$ cat config.mk
export PLATFORM = sky130hd
export DESIGN_NAME = fifo_wr_arbiter_flat
export DESIGN_NICKNAME = d
export VERILOG_FILES = /design/src/rtl/fifo_arb_pkg.sv /design/src/rtl/fifo_wr_arbiter_if.sv /design/src/rtl/fifo_wr_arbiter_rr_pick.sv /design/src/rtl/fifo_wr_arbiter.sv /design/src/flat_wrapper.sv
export SDC_FILE = /design/constraint.sdc
export NUM_CORES = 1
export LEC_CHECK = 0
export CORE_ASPECT_RATIO = 0.75
export CORE_MARGIN = 2
export CORE_UTILIZATION = 38
export DETAILED_ROUTE_END_ITERATION = 16
export PLACE_DENSITY_LB_ADDON = 0.3
export SLEW_MARGIN = 20
export SYNTH_ARGS = -nofsm -noshare
export SYNTH_HDL_FRONTEND = slang
export SYNTH_SLANG_ARGS = --single-unit
$ cat constraint.sdc
create_clock -name clk -period 2.9 [get_ports clk]
set_input_delay 0.29 -clock clk [delete_from_list [all_inputs] [get_ports clk]]
set_output_delay 0.29 -clock clk [all_outputs]
set_load 0.01 [all_outputs]
$ cat src/rtl/fifo_arb_pkg.sv
// Shared definitions for the FIFO write arbiter and its read-side companions:
// state encoding, ceil-log2 helper and the write-word field layout.
package fifo_arb_pkg;

  typedef enum logic {
    ST_IDLE  = 1'b0,
    ST_GRANT = 1'b1
  } state_e;

  // Ceil-log2 usable in constant expressions.
  function automatic int unsigned clog2(input int unsigned v);
    int unsigned r;
    r = 0;
    while ((32'd1 << r) < v) r = r + 1;
    return r;
  endfunction

  // The FIFO word is {id, payload}: the ID field starts right above the payload.
  function automatic int unsigned id_lsb(input int unsigned data_w);
    return data_w;
  endfunction

endpackage

$ cat src/rtl/fifo_wr_arbiter_if.sv
// Producer handshake plus FIFO write port seen by the arbiter.
// master = the arbiter (drives ready and the write bus), slave = producers and FIFO.
interface fifo_wr_arbiter_if
  import fifo_arb_pkg::*;
#(
  parameter int unsigned N      = 4,
  parameter int unsigned DATA_W = 8
);
  localparam int unsigned ID_W = clog2(N);

  logic [N-1:0]           req_valid;
  logic [N*DATA_W-1:0]    req_data;
  logic [N-1:0]           req_ready;
  logic                   fifo_full;
  logic                   fifo_wr;
  logic [ID_W+DATA_W-1:0] fifo_w_data;
  logic [ID_W-1:0]        grant_id;
  logic                   busy;

  modport master (
    input  req_valid, req_data, fifo_full,
    output req_ready, fifo_wr, fifo_w_data, grant_id, busy
  );

  modport slave (
    output req_valid, req_data, fifo_full,
    input  req_ready, fifo_wr, fifo_w_data, grant_id, busy
  );

endinterface

$ cat src/rtl/fifo_wr_arbiter_rr_pick.sv
// Rotating-priority picker: first set req bit scanning last+1 .. last (mod N).
module rr_pick
  import fifo_arb_pkg::*;
#(
  parameter int unsigned N = 4,
  localparam int unsigned ID_W = clog2(N)
) (
  input  logic [N-1:0]    req,
  input  logic [ID_W-1:0] last,
  output logic            any,
  output logic [ID_W-1:0] idx
);

  always_comb begin
    int unsigned cand;
    cand = 0;
    any  = 1'b0;
    idx  = '0;
    for (int unsigned k = 1; k <= N; k++) begin
      cand = (32'(last) + k) % N;
      if (!any && req[cand[ID_W-1:0]]) begin
        any = 1'b1;
        idx = cand[ID_W-1:0];
      end
    end
  end

endmodule

$ cat src/rtl/fifo_wr_arbiter.sv
// Round-robin arbiter sharing one FIFO write port among N valid/ready producers,
// with bounded bursts and the source ID prepended to every written word.
module fifo_wr_arbiter
  import fifo_arb_pkg::*;
#(
  parameter int unsigned N         = 4,
  parameter int unsigned DATA_W    = 8,
  parameter int unsigned MAX_BURST = 4
) (
  input logic              clk,
  input logic              reset,
  fifo_wr_arbiter_if.master bus
);

  localparam int unsigned ID_W  = clog2(N);
  localparam int unsigned CNT_W = clog2(MAX_BURST + 1);

  state_e            state;
  logic [ID_W-1:0]   owner;
  logic [ID_W-1:0]   last;
  logic [CNT_W-1:0]  burst_cnt;
  logic [CNT_W-1:0]  cnt_inc;
  logic              pick_any;
  logic [ID_W-1:0]   pick_idx;
  logic              in_grant;
  logic              owner_valid;
  logic              xfer;
  logic [DATA_W-1:0] data_arr [N];

  for (genvar g = 0; g < N; g++) begin : g_unpack
    assign data_arr[g] = bus.req_data[g*DATA_W +: DATA_W];
  end

  rr_pick #(.N(N)) u_pick (
    .req  (bus.req_valid),
    .last (last),
    .any  (pick_any),
    .idx  (pick_idx)
  );

  assign in_grant    = (state == ST_GRANT);
  assign owner_valid = bus.req_valid[owner];
  assign xfer        = in_grant & owner_valid & ~bus.fifo_full;
  assign cnt_inc     = burst_cnt + CNT_W'(1);

  // Write port and ready: payload only steers fifo_w_data, never a control output.
  always_comb begin
    bus.req_ready   = '0;
    bus.fifo_wr     = 1'b0;
    bus.fifo_w_data = '0;
    if (in_grant) bus.req_ready[owner] = ~bus.fifo_full;
    if (xfer) begin
      bus.fifo_wr                               = 1'b1;
      bus.fifo_w_data[id_lsb(DATA_W) +: ID_W]  = owner;
      bus.fifo_w_data[DATA_W-1:0]               = data_arr[owner];
    end
  end

  assign bus.busy     = in_grant;
  assign bus.grant_id = owner;

  // Grant FSM: hold through full, release on burst limit or when the owner goes idle.
  always_ff @(posedge clk or posedge reset) begin
    if (reset) begin
      state     <= ST_IDLE;
      owner     <= '0;
      last      <= ID_W'(N - 1);
      burst_cnt <= '0;
    end else begin
      unique case (state)
        ST_IDLE: begin
          if (pick_any) begin
            owner     <= pick_idx;
            last      <= pick_idx;
            burst_cnt <= '0;
            state     <= ST_GRANT;
          end
        end
        ST_GRANT: begin
          if (xfer) burst_cnt <= cnt_inc;
          if (!owner_valid || (xfer && (cnt_inc == CNT_W'(MAX_BURST))))
            state <= ST_IDLE;
        end
      endcase
    end
  end

endmodule

$ cat src/flat_wrapper.sv
// flat-port wrapper written by rule: the top's interface ports become plain ports
module fifo_wr_arbiter_flat import fifo_arb_pkg::*;
#(
  parameter int unsigned N         = 4,
  parameter int unsigned DATA_W    = 8,
  parameter int unsigned MAX_BURST = 4
)
  (clk, reset, bus_req_valid, bus_req_data, bus_fifo_full, bus_req_ready, bus_fifo_wr, bus_fifo_w_data, bus_grant_id, bus_busy);
  fifo_wr_arbiter_if #(.N(N), .DATA_W(DATA_W)) bus_i ();
  input logic clk;
  input logic reset;
  input wire logic [$bits(bus_i.req_valid)-1:0] bus_req_valid;
  input wire logic [$bits(bus_i.req_data)-1:0] bus_req_data;
  input wire logic [$bits(bus_i.fifo_full)-1:0] bus_fifo_full;
  output wire logic [$bits(bus_i.req_ready)-1:0] bus_req_ready;
  output wire logic [$bits(bus_i.fifo_wr)-1:0] bus_fifo_wr;
  output wire logic [$bits(bus_i.fifo_w_data)-1:0] bus_fifo_w_data;
  output wire logic [$bits(bus_i.grant_id)-1:0] bus_grant_id;
  output wire logic [$bits(bus_i.busy)-1:0] bus_busy;
  assign bus_i.req_valid = bus_req_valid;
  assign bus_i.req_data = bus_req_data;
  assign bus_i.fifo_full = bus_fifo_full;
  assign bus_req_ready = bus_i.req_ready;
  assign bus_fifo_wr = bus_i.fifo_wr;
  assign bus_fifo_w_data = bus_i.fifo_w_data;
  assign bus_grant_id = bus_i.grant_id;
  assign bus_busy = bus_i.busy;
  fifo_wr_arbiter #(.N(N), .DATA_W(DATA_W), .MAX_BURST(MAX_BURST)) u_core (.clk(clk), .reset(reset), .bus(bus_i));
endmodule
== Yosys cells after proc, flatten, opt, wreduce, memory -nomap -nowiden ==
Cells that the tools add are included.

* Add/subtract/negate cells: 5
* Multiply operators: 0
* Div/mod/pow operators: 0
* $lt $le $gt $ge: 7
* Equal/unequal tests: 3
* Shifts and indexed selects: 0
* Multiplexer cells: 32
* Bitwise gates (word level): 6
* Reduce and logical (&&, ||, !) cells: 12

{| class="wikitable"
|+ Operators with widths
! operator !! count
|-
| 8-bit binary-select mux with 2-bit select || 1
|-
| 8-bit 2-to-1 mux || 2
|-
| 2-bit by 3-bit less-than comparator with 1-bit output (second input constant) || 5
|-
| 1-bit 2-to-1 mux || 13
|-
| 1-bit binary-select mux with 2-bit select || 5
|-
| 10-bit 2-to-1 mux || 1
|-
| 2-bit 2-to-1 mux || 4
|-
| 3-bit 2-to-1 mux || 2
|-
| 3-bit one-hot mux with 2 select lines || 1
|-
| 1-bit logical AND || 5
|-
| 2-bit by 1-bit adder with 2-bit output (second input constant) || 2
|-
| 2-bit adder (second input constant) || 2
|-
| 4-bit bitwise AND || 1
|-
| 1-bit zero test || 4
|-
| 4-bit 2-to-1 mux || 1
|-
| 2-bit AND reduction || 2
|-
| 3-bit by 1-bit adder with 3-bit output (second input constant) || 1
|-
| 3-bit == test (second input constant) || 1
|-
| 3-bit >= comparator (second input constant) || 1
|-
| 2-bit NOT with 3-bit output || 1
|-
| 1-bit bitwise AND || 2
|-
| 1-bit demux with 2-bit select || 1
|-
| 2-bit by 1-bit >= comparator with 1-bit output (second input constant) || 1
|-
| 2-bit by 1-bit != test with 1-bit output (second input constant) || 1
|-
| 4 further kinds || 5
|}

* Register bits after elaboration: 8
* Bits in latches: 0
* Memory bits (writable): 0
* Memory bits (read-only): 0
* Input port bits: 39
* Output and inout bits: 18
* Memories kept: 0

== Depth between registers and ports, before layout ==
Gate-level depths: netlist of run 1.

* Depth after elaboration: 15
* Mapped depth: 6

== Cells and area by module ==
Synthesis of run 1 repeated with hierarchy kept, for this count alone.

* Cell total of the unflattened synthesis: 85
* Area total of the unflattened synthesis: 815.8 um^2

{| class="wikitable"
|+ By module, submodules not included
! module !! times used !! cells each !! area each (um^2) !! seq. area each (um^2)
|-
| fifo_wr_arbiter || 1 || 71 || 724.4 || 202.7
|-
| rr_pick || 1 || 14 || 91.3 || 0.0
|}

== Least setup slack after synthesis of run 1 ==
No wires, ideal clock.

* Kind: reg2out
* Start: register u_core.owner[0], in the netlist u_core.bus.grant_id[0]
* End: output bus_fifo_w_data[0]
* Data arrival time: 1433 ps
* Path slack: 1177 ps
* Cell stages (with the launch flop): 5
* Path buffers: 2
* Path through: dfrtp_1 > buf_6 > buf_2 > mux4_2 > nor2b_1

* Word-level cells in the longest chain between the ends: 5

{| class="wikitable"
|+ Ends and longest elaborated chain
! item !! line !! RTL
|-
| start, declared || fifo_wr_arbiter.sv:19 || <nowiki>logic [ID_W-1:0] owner;</nowiki>
|-
| start signal, assigned || fifo_wr_arbiter.sv:73 || <nowiki>owner <= pick_idx;</nowiki>
|-
| 1-bit binary-select mux with 2-bit select / 2-bit NOT with 3-bit output (equally long branches) || fifo_wr_arbiter.sv:42, fifo_wr_arbiter.sv:55 ||
|-
| 1-bit 2-to-1 mux (not written as such) / 8-bit binary-select mux with 2-bit select (equally long branches) || fifo_wr_arbiter.sv:42, fifo_wr_arbiter.sv:55 ||
|-
| 1-bit bitwise AND / 8-bit 2-to-1 mux (equally long branches) (2 in a row) || fifo_wr_arbiter.sv:43, fifo_wr_arbiter.sv:55 ||
|-
| 10-bit 2-to-1 mux * || fifo_wr_arbiter.sv:52 || <nowiki>if (xfer) begin</nowiki>
|-
| end, declared || flat_wrapper.sv:17 || <nowiki>output wire logic [$bits(bus_i.fifo_w_data)-1:0] bus_fifo_w_data;</nowiki>
|}

Every way passes the cells marked *; elsewhere a longest branch is shown, timed or not. The select of a mux whose other input is x is not followed.

== Worst setup path in the final report of run 1 ==
* Start: register u_core.owner[0], in the netlist u_core.bus.grant_id[0]
* End: output bus_fifo_w_data[4]

Same word-level chain as after synthesis.

==> impl_metrics.json, run 1 <==
{
  "worst_clock_skew_ns": 0.00660,
  "nets": 180,
  "insertedDiodeCount": 0,
  "io_pins": 57,
  "cts_hold_buffers": 0,
  "startpoint_type": "register",
  "finalWeightedCongestion": 0.840,
  "r2r_cells": 4,
  "syn_nets": 123,
  "syn_avg_cell_area_sq_um": 10.3,
  "gr-usage-met3_pct": 3.72,
  "wl_per_cell_um": 15.5,
  "synth_area_leaders": "mux4_2 21%, dfrtp_1 18%, nor2b_1 6.7%",
  "remaining_drc_errors": 0,
  "synth_common_cells": "9 x nor2b_1, 8 x mux4_2, 7 x nand2_1",
  "final_util_pct": 70.1,
  "ys.flop_type": "dfrtp_1",
  "regArea_sq_um": 203,
  "synth_top_area_share_pct": 21.3,
  "async_flop_share_pct": 100,
  "status": "finished clean",
  "ys_seq_area_share_pct": 24.0,
  "crit_arrival_ns": 2.21,
  "rrSetupSlack_ns": 1.22,
  "drive_above_1_share_pct": 15.2,
  "placementRows": 14,
  "clk_pin_slew_worst_paths_ns": 0.06,
  "hold_slack_ns": 0.273,
  "track_usage_pct": 18.7,
  "cts_setup_buffers": 0,
  "finalHoldViolations": 0,
  "cts-root-buf": "clkbuf_4",
  "htree_levels": 1,
  "yosys.area.top_type": "mux4_2",
  "use_met2_pct": 34.2,
  "multi_input_comb_area_sq_um": 579,
  "dp_hpwl_um": 2070,
  "synth.distinct_cells": 33,
  "synth.ff_latch_count": 8,
  "start_util_pct": 41.2,
  "cts_sinks": 8,
  "cts-buffers-inserted": 3,
  "core_sq_um": 2050,
  "viasPerCell": 5.39,
  "dr.pass1.iters": 4,
  "period_needed_ns": 2.50,
  "drtAntennaViolNets": 0,
  "fp.dieArea_sq_um": 2620,
  "maxCapViolations": 0,
  "worstSkewPairLatency_ns": 0.25,
  "worstMarginPinSlew_ns": 0.609,
  "synth_warnings": 0,
  "clock.fmax_mhz": 400,
  "drtIter0Drc": 25,
  "die_w_um": 58.4,
  "post-route-period-util_pct": 86.3,
  "synth_edf_count": 0,
  "ir_drop_mv": 0.783,
  "r2r_start": "u_core.bus.grant_id[0]",
  "grt_max_degree": 15,
  "critPathCaptureType": "output port",
  "setup_viol": 0,
  "timing.setup.tns_ns": 0,
  "syn_area_sq_um": 845,
  "cts_tree": "built",
  "drv_slew": 0,
  "path_class": "register to output port",
  "critPathRequiredTime_ns": 2.61,
  "portBuffers": 56,
  "placed_area_sq_um": 1410,
  "cts_resized": 0,
  "post-synth-top-count-cell": "nor2b_1",
  "grt_pass1_vias": 796,
  "powerDensity_nw_per_um2": 722,
  "crit_fanout": 10,
  "cts_buffer_depth": 2,
  "die_h_um": 44.8,
  "grt_pass1_wl_um": 3680,
  "wl_um": 2510,
  "rr_endpoint": "u_core.burst_cnt[2]",
  "vias": 873,
  "nFillCells": 160,
  "grt_use_met1_pct": 23.6,
  "relSlewSlack_pct": 59.1,
  "antenna_found_initial": 0,
  "final_cell_area_sq_um": 1440,
  "rsz0062_at_grt": "false",
  "synthToLayoutAreaGrowth_pct": 70.1,
  "p_leak_nw": 0.585,
  "grt.overflow.total": 0,
  "hp-class": "input pin to asynchronous set/reset pin",
  "grt_busiest_layer": "met2",
  "fin_total_pwr_w": 0.00104,
  "netlist_instances": 82
}
==> kinds of logic after synthesis <==
kind of cell    count (synthesis)  share of synthesized area [%]
compound gates                 11                           11.6
xor+xnor                        1                           1.04
fa+ha+maj                       2                           2.96
buf+inv                        12                           7.41
flops                           8                           24.0
mux                            14                           29.5
simple gates                   34                           23.6
==> metal layers <==
metal  wire (um)  vias to the layer above  part of all wire [%]
met2        1230                       51                    49
li1            -                      415                     -
met1         988                      405                    39
met4           2                        0                 0.080
met3         282                        2                    11
met5           0                        -                     0
==> critical path, stage by stage, from the launching register on <==
cell and delay [ns]:
dfrtp_1 0.56, buf_4 0.28, mux4_2 0.51, nor2b_1 0.14, clkdlybuf4s50_1 0.47
==> area by class of cell <==
cell class,count,area share [%]
multi-input cells,62,40.3
repair buffers,58,40.1
flip-flops and latches,8,14.1
well taps,24,2.09
clock buffers,4,1.83
inverters,6,1.57
==> registers in the layout (all words and copies together) (netlist names) <==
register	flops
u_core.burst_cnt	3
u_core.last	2
u_core.bus.busy	1
u_core.bus.grant_id	2
==> cell usage in the layout (no fill, tap or decap), drive strengths merged <==
| cell type | synthesis | routed |
|---|---|---|
| a21o | 2 | 2 |
| a2bb2oi | 1 | 1 |
| a31oi | 1 | 1 |
| and4b | 1 | 1 |
| buf | 5 | 2 |
| clkbuf | 1 | 4 |
| clkdlybuf4s50 | 0 | 56 |
| dfrtp | 6 | 6 |
| dfstp | 2 | 2 |
| ha | 2 | 2 |
| inv | 6 | 6 |
| mux2 | 1 | 1 |
| mux2i | 5 | 5 |
| mux4 | 8 | 8 |
| nand2 | 7 | 7 |
| nand2b | 3 | 3 |
| nand3b | 1 | 1 |
| nor2 | 6 | 6 |
| nor2b | 9 | 9 |
| nor3 | 2 | 2 |
| nor4 | 1 | 1 |
| nor4b | 2 | 2 |
| nor4bb | 1 | 1 |
| o2111ai | 1 | 1 |
| o21ai | 3 | 3 |
| o221a | 1 | 1 |
| o221ai | 1 | 1 |
| o22ai | 1 | 1 |
| or2 | 1 | 1 |
| xor2 | 1 | 1 |
==> worst max-delay path by stage <==
stage	start	to	slack, ns	cells past startpoint
3_5_place_dp	bus_req_valid[2]	bus_fifo_w_data[4]	0.48	6
2_1_floorplan	u_core.bus.grant_id[0]	bus_fifo_w_data[0]	1.18	4
4_1_cts	u_core.bus.grant_id[0]	bus_fifo_w_data[4]	0.38	4
5_1_grt	u_core.bus.grant_id[0]	bus_fifo_w_data[4]	0.29	4
3_3_place_gp	bus_fifo_full	bus_fifo_w_data[4]	0.53	6
6_report	u_core.bus.grant_id[0]	bus_fifo_w_data[4]	0.40	4
==> per-stage QoR <==
step,cells,setup WS (ns)
after floorplan,82,1.18
after global placement,158,0.527
after detailed placement,158,0.477
after CTS,162,0.377
after global routing,162,0.288
final,162,0.397
==> power by group <==
part,leakage (nW),switching [W],internal [W],total (W)
clock,0.0150,0.0000408,0.0000528,0.0000936
combinational,0.474,0.000264,0.000418,0.000682
sequential,0.0959,0.0000927,0.000169,0.000262
(Power assumes the default switching activity.)
==> inputs of run 2 (changes only) <==
--- a/config.mk
+++ b/config.mk
@@ -9,6 +9,7 @@
 export CORE_MARGIN = 2
 export CORE_UTILIZATION = 38
 export DETAILED_ROUTE_END_ITERATION = 16
+export GPL_TIMING_DRIVEN = 1
 export PLACE_DENSITY_LB_ADDON = 0.3
 export SLEW_MARGIN = 20
 export SYNTH_ARGS = -nofsm -noshare
==> results of run 2 <==
The final DEF is identical to that of run 1; final timing and power are the same.
